===== src/rtl/bundle_skid_rx.sv =====
// bundle_skid_rx: two-entry receive register slice (OUT + SKID) with a
// valid/ready handshake. Upstream ready (o1) comes straight from a flop, so
// downstream backpressure never forms a combinational path to the producer.
// Optional feature macro: SKID_PARITY_CHK_EN adds i6 (even parity over i4)
// and o5 (sticky parity error flag).
module bundle_skid_rx #(
   parameter int unsigned W = 32
) (
   input  logic         i1,   // clock
   input  logic         i2,   // async reset, active low
   input  logic         i3,   // upstream valid
   input  logic [W-1:0] i4,   // upstream data
   input  logic         i5,   // downstream ready
   output logic         o1,   // upstream ready (registered)
   output logic         o2,   // downstream valid
   output logic [W-1:0] o3,   // downstream data
   output logic [1:0]   o4    // occupancy 0..2
`ifdef SKID_PARITY_CHK_EN
   ,
   input  logic         i6,   // upstream even-parity bit over i4
   output logic         o5    // sticky parity error
`endif
);

   // Encoding equals the occupancy so the state drives o4 directly.
   typedef enum logic [1:0] {
      EMPTY = 2'd0,
      ONE   = 2'd1,
      TWO   = 2'd2
   } state_t;

   state_t       state_q;
   logic [W-1:0] out_q;
   logic [W-1:0] skid_q;
   logic         rdy_q;
   logic         vld_q;

   logic         accept;
   logic         pop;

   assign accept = i3 & rdy_q;
   assign pop    = vld_q & i5;

   assign o1 = rdy_q;
   assign o2 = vld_q;
   assign o3 = out_q;
   assign o4 = state_q;

   // Occupancy FSM with registered ready/valid; OUT and SKID only load on the listed transitions.
   always_ff @(posedge i1 or negedge i2) begin
      if (!i2) begin
         state_q <= EMPTY;
         out_q   <= '0;
         skid_q  <= '0;
         rdy_q   <= 1'b1;
         vld_q   <= 1'b0;
      end else begin
         case (state_q)
            EMPTY: begin
               if (accept) begin
                  out_q   <= i4;
                  state_q <= ONE;
                  vld_q   <= 1'b1;
                  rdy_q   <= 1'b1;
               end
            end
            ONE: begin
               if (accept && !pop) begin
                  skid_q  <= i4;
                  state_q <= TWO;
                  rdy_q   <= 1'b0;
               end else if (accept && pop) begin
                  out_q   <= i4;
               end else if (pop) begin
                  state_q <= EMPTY;
                  vld_q   <= 1'b0;
               end
            end
            TWO: begin
               // rdy_q is low here, so no accept can coincide with this pop.
               if (pop) begin
                  out_q   <= skid_q;
                  state_q <= ONE;
                  rdy_q   <= 1'b1;
               end
            end
            default: begin
               state_q <= EMPTY;
               vld_q   <= 1'b0;
               rdy_q   <= 1'b1;
            end
         endcase
      end
   end

`ifdef SKID_PARITY_CHK_EN
   logic perr_q;
   logic perr_d;

   assign perr_d = perr_q | (accept & (^{i4, i6}));
   assign o5     = perr_q;

   // Sticky parity error: set on any accepted word with odd total parity, cleared only by reset.
   always_ff @(posedge i1 or negedge i2) begin
      if (!i2) begin
         perr_q <= 1'b0;
      end else begin
         perr_q <= perr_d;
      end
   end
`endif

endmodule


===== config.mk =====
export PLATFORM = sky130hd
export DESIGN_NAME = bundle_skid_rx
export DESIGN_NICKNAME = d
export VERILOG_FILES = /design/src/rtl/bundle_skid_rx.sv
export SDC_FILE = /design/constraint.sdc
export NUM_CORES = 1
export LEC_CHECK = 0
export CAP_MARGIN = 20
export CORE_AREA = 4 4 84 86
export CTS_CLUSTER_DIAMETER = 30
export CTS_CLUSTER_SIZE = 16
export DETAILED_ROUTE_END_ITERATION = 12
export DIE_AREA = 0 0 88 90
export PLACE_DENSITY = 0.75
export SLEW_MARGIN = 10
export SYNTH_ARGS = -nofsm -noshare
export SYNTH_HDL_FRONTEND = slang
export SYNTH_SLANG_ARGS = --single-unit

===== constraint.sdc =====
create_clock -name i1 -period 2 [get_ports i1]
set_input_delay 0.4 -clock i1 [delete_from_list [all_inputs] [get_ports i1]]
set_output_delay 0.4 -clock i1 [all_outputs]
set_load 0.01 [all_outputs]

==> summary.txt, run 1 <==
Routing
  • Routed len/inst: 16.2 microns
  • Detail-routed via count per cell: 5.20
  • Total iterations of the first detailed-routing run: 4
  • DRC: 0
  • Vias: 1,850
  • Initial drt markers: 31
  • WL final: 5760 microns
  • Antenna viol nets, final: 0

Synth
  • Post-synthesis mux area share: 38.3%
  • Number of synthesized flops with an enable pin: 0
  • Simple-gate share of the synthesized area: 2.29%
  • Sequential-to-total area share from yosys stat: 54.8%
  • Synth Area in Compound Gates: 2.13%
  • Cells after Synth: 194
  • FFs w/ async S/R, synth: 100%
  • Synthesized cell area: 3110 sq um
  • Adder-Cell Fraction of Synth Area: 0%
  • Synthesized Nets: 230
  • #FFs+latches synth: 68
  • Area share of xor/xnor cells in the synthesized design: 0%
  • Number of distinct library cells after synthesis: 25
  • Yosys warning total: 0
  • Mean post-synth cell area: 16.0 sq um
  • Top_reg_cell synth: dfrtp_1
  • Main combinational cell family by area after synthesis: multiplexers

CTS
  • Clock latency on the worst-skew pair: 330 ps
  • CTS Hold Bufs: 0
  • CTS tree: built
  • CTS Buf Count: 9
  • Max clock buf depth: 2
  • PostCTS Resize Cnt: 0
  • Reg clk slew, reported paths: 80 ps
  • Clock Root Buffer: clkbuf_8
  • H-tree levels: 3
  • # clock sinks: 68
  • Post-CTS Setup Repair Bufs: 0

Finish
  • Layout cells sized above 1: 44.4%
  • Commonest non-fill, non-tap cells in the layout: clkdlybuf4s50_1 (70), dfrtp_1 (67), mux2_2 (66)
  • Ant. Diodes: 0
  • Final-stage net count: 310
  • P&R area growth vs syn: 35.4%
  • Commonest non-fill, non-tap cell in the layout: clkdlybuf4s50_1

Floorplan
  • DIE WIDTH: 88 microns
  • Chip Height: 90 microns
  • Die area: 7920 sq um
  • Area of the core: 6280 sq um
  • FP Rows: 29
  • Boundary pin count: 72
  • Starting Density: 49.5%

Timing
  • Final Cycle Share: 93.7%
  • Final setup margin: 126 ps
  • Slew Viols, Final: 0
  • Clock Skews: 9.50 ps
  • Fin. Hold Viols: 0
  • Worst slew margin: 76.5%
  • Tmin final: 1870 ps
  • RSZ-0062 raised after global routing: false
  • Hold Worst Slack: 70.3 ps
  • Fmax: 534 MHz
  • Endpoints failing setup: 0
  • Worst-margin pin slew: 353 ps

Power and ir drop
  • VDD IR-drop max: 439 uV
  • Power density over the cells: 671 nW/um^2
  • Leak: 2.03 nW

Global routing
  • GR peak layer: met2
  • M3 GR Usage: 5.67%
  • Vias in the first global route: 2,091
  • First-pass GRT wire length: 9950 microns
  • GR met2 Demand/Resource: 26.1%
  • GRT Total Usage: 16.1%
  • Met1 Resource Use GR: 20.1%
  • Gr ovfl total: 0
  • Initial antenna violation count: 0
  • Largest net degree at the start of global routing: 69

Place
  • Gpl congestion: 0.774
  • Pre-CTS setup slack: -94.9 ps
  • Final HPWL DP: 4000 microns
  • Port Buffers: 71

Run
  • Max Cap Viol: 0

Critical path
  • Crit path max-delay family: flip-flops
  • Startpoint Class: flip-flop
  • Critical Path AT: 1470 ps
  • CP max-delay cell: dfstp_2
  • Worst endpoint required time: 1600 ps
  • Worst path bufs/invs: 1
  • Worst-path maximum fanout: 7
  • Endpoint type of the worst setup path: primary output
  • Crit-path max cell delay: 590 ps
  • CP cell instances: clkdlybuf4s50_1
  • Setup CP Type: reg -> out

Outcome
  • Status: finished, final reports clean

Min path
  • Hold Path Class: in -> async
[worst paths after layout]
check | slack (ps) | cells after the start | startpoint | end
worst max-delay path | 130 | 1 | o1 | o1
worst min-delay path | 70 | 2 | i2 | o2
worst max register to register | 240 | 4 | o4[1] | o3[27]
worst min register to register | 500 | 1 | o3[22] | o3[22]
max in group asynchronous | 1630 | 2 | i2 | o1
min in group i1 | 500 | 1 | o3[22] | o3[22]
[Yosys cell counts (2+ instances only)]
cell type,number,share of area [%]
mux2_2,66,24
nand2_1,2,0.24
buf_2,6,0.97
dfrtp_1,67,54
buf_6,4,1.4
mux2_4,29,14
a21boi_0,2,0.48
[logic make-up (layout without fill, tap and decap cells)]
kind of cell	count (synthesis)	count (layout)
buf+inv	11	96
flops	68	68
mux	96	96
simple gates	11	11
compound gates	8	8
[worst reg2reg max path, delay by kind of cell, from the launching register on]
family | cells | cell delay, ps
flip-flops | 1 | 530
AND/OR/NAND/NOR | 1 | 240
multiplexers | 2 | 660
buffers and inverters | 1 | 220
[flip-flops by register name, indices dropped and copies added (netlist names)]
name,flops
o4,2
o2,1
o3,32
skid_q,32
o1,1
[report_power, final]
part           total (W)  internal, W      switching [W]
clock            0.00129     0.000775           0.000514
sequential       0.00137      0.00137  0.000000000000221
combinational   0.000161     0.000106          0.0000548
total            0.00282      0.00225           0.000569
[per-layer routing]
metal	share of wire, %	up-vias	routed length (microns)
met2	52	46	2980
met5	0	-	0
met1	42	935	2450
li1	-	863	-
met4	0.69	0	40
met3	5.1	6	293
[final cells by class]
cell class,instances,area [sq um]
Inverter,1,3.75
Clock buffer,11,151
Sequential cell,68,1700
Timing Repair Buffer,79,828
Clock inverter,5,82.6
Tap cell,77,96.3
Multi-Input combinational cell,115,1340
Fill cell,483,2070
[per-stage QoR]
stage	utilization, %	area (sq um)	cells	power, W	setup TNS (ps)
4_1_cts	67.1	4210	356	0.00287	0
3_5_place_dp	63.3	3980	340	0.00156	-2320
5_1_grt	67.1	4210	356	0.00295	0
2_1_floorplan	-	3110	194	0.00145	0
6_report	67.1	4210	356	0.00282	0
3_3_place_gp	63.3	3980	340	0.00156	-430
(Power assumes the default switching activity.)
==> run 2, diff against run 1 <==
==> constraint.sdc (replaced) <==
create_clock -name i1 -period 2.1 [get_ports i1]
set_input_delay 0.42 -clock i1 [delete_from_list [all_inputs] [get_ports i1]]
set_output_delay 0.42 -clock i1 [all_outputs]
set_load 0.01 [all_outputs]
==> summary.txt, run 2 (synthesized netlist as in run 1, its figures left out) <==
Timing
  • Clock Skews: 7.70 ps
  • Fmax: 533 MHz
  • Fin. Hold Viols: 0
  • Worst slew margin: 58.9%
  • Worst-margin pin slew: 616 ps
  • Final Cycle Share: 89.4%
  • Tmin final: 1880 ps
  • Setup TNS: 0 ps
  • Slew Viols, Final: 0
  • Endpoints failing setup: 0
  • RSZ-0062 raised after global routing: false

Power and ir drop
  • Net Switching: 0.000499 W
  • Power density over the cells: 622 nW/um^2
  • Sw frac: 19.2%
  • Share of power burned in combinational logic: 5.9%
  • Reg power frac: 50.4%
  • VDD IR-drop max: 455 uV
  • Clock Power Share: 43.8%
  • Leak: 2.01 nW
  • Int Power: 0.00210 W

Routing
  • DRC: 0
  • Routed len/inst: 15.8 microns
  • Total iterations of the first detailed-routing run: 4
  • Antenna viol nets, final: 0
  • Initial drt markers: 71
  • Detail-routed via count per cell: 5.18
  • WL final: 5610 microns
  • Vias: 1,832

Place
  • Placed cells: 340
  • Gpl congestion: 0.747
  • Port Buffers: 71
  • Final HPWL DP: 3940 microns

CTS
  • CTS Hold Bufs: 0
  • Post-CTS Setup Repair Bufs: 0
  • Clock Root Buffer: clkbuf_8
  • Reg clk slew, reported paths: 70 ps
  • PostCTS Resize Cnt: 0
  • CTS Buf Count: 9
  • CTS tree: built
  • Max clock buf depth: 2
  • # clock sinks: 68
  • H-tree levels: 3
  • Clock latency on the worst-skew pair: 330 ps

Finish
  • Final std cells w/o fill: 354
  • Ant. Diodes: 0
  • Final-stage net count: 310
  • Commonest non-fill, non-tap cells in the layout: clkdlybuf4s50_1 (70), dfrtp_1 (67), mux2_2 (66)
  • P&R area growth vs syn: 34.4%
  • Commonest non-fill, non-tap cell in the layout: clkdlybuf4s50_1
  • Layout cells sized above 1: 43.3%

Floorplan
  • DIE WIDTH: 88 microns
  • Chip Height: 90 microns
  • Die area: 7920 sq um
  • Starting Density: 49.5%
  • Boundary pin count: 72
  • Area of the core: 6280 sq um
  • FP Rows: 29

Critical path
  • Startpoint Class: flip-flop
  • CP cell instances: clkdlybuf4s50_1
  • Worst-path maximum fanout: 7
  • Worst endpoint required time: 1680 ps
  • Critical Path AT: 1460 ps
  • Worst path bufs/invs: 1
  • Crit path max-delay family: flip-flops
  • Endpoint type of the worst setup path: primary output
  • CP max-delay cell: dfstp_2
  • Crit-path max cell delay: 580 ps
  • Setup CP Type: reg -> out

Global routing
  • Vias in the first global route: 2,029
  • Largest net degree at the start of global routing: 30
  • First-pass GRT wire length: 9700 microns
  • GRT Total Usage: 15.3%
  • Gr ovfl total: 0
  • Initial antenna violation count: 0

Run
  • Max Cap Viol: 0

Outcome
  • Status: finished, final reports clean

Min path
  • Hold Path Class: in -> async
-- run 2: area by class of cell --
type                    instances  area (sq um)
repair buffers                 79           828
multi-input cells             115          1340
flip-flops and latches         68          1700
inverters                       1          3.75
clock buffers                  12           145
well taps                      77          96.3
clock inverters                 2          60.1
fillers                       465          2100
-- run 2: path summary, 6_finish.rpt --
check / start / endpoint / slack [ps] / cells past startpoint
min in group i1: o3[15] / o3[15] / 500 / 1
max in group asynchronous: i2 / o3[17] / 1360 / 2
max reg2reg: o4[1] / o3[27] / 340 / 4
min reg2reg: o3[15] / o3[15] / 500 / 1
max: o1 / o1 / 220 / 1
min: i2 / skid_q[26] / 90 / 1
-- run 2: metrics by stage --
step	instance area, sq um	total power (W)	util, %	worst slack [ps]	hold slack, ps
3_5_place_dp	3980	0.00149	63.3	27.8	470
4_1_cts	4180	0.00264	66.6	204	108
3_3_place_gp	3980	0.00149	63.3	43.3	463
6_report	4180	0.00260	66.6	222	93.2
2_1_floorplan	3110	0.00138	-	472	124
5_1_grt	4180	0.00271	66.6	170	127
-- run 2: worst register-to-register path: stages (launching register included) --
cell     delay [ps]
dfrtp_1         520
nor2b_4         240
buf_12          230
mux2_2          360
mux2_1          280
-- run 2: power by group through the flow --
stage	Combinational (W)	Clock, W	Sequential [W]
after CTS	0.000157	0.00118	0.00131
after detailed placement	0.000156	0	0.00133
after global placement	0.000154	0	0.00133
after floorplan	0.0000447	0	0.00133
after global routing	0.000168	0.00124	0.00131
final	0.000152	0.00114	0.00131
-- run 2: metal layers --
layer  part of all wire, %  wire (microns)  vias up  track usage (%)
met5                     0               0        -                0
li1                      -               -      855                -
met4                  0.64              36        0             4.99
met2                    49            2760       46             23.9
met1                    44            2460      925             20.2
met3                   6.3             351        6             4.57
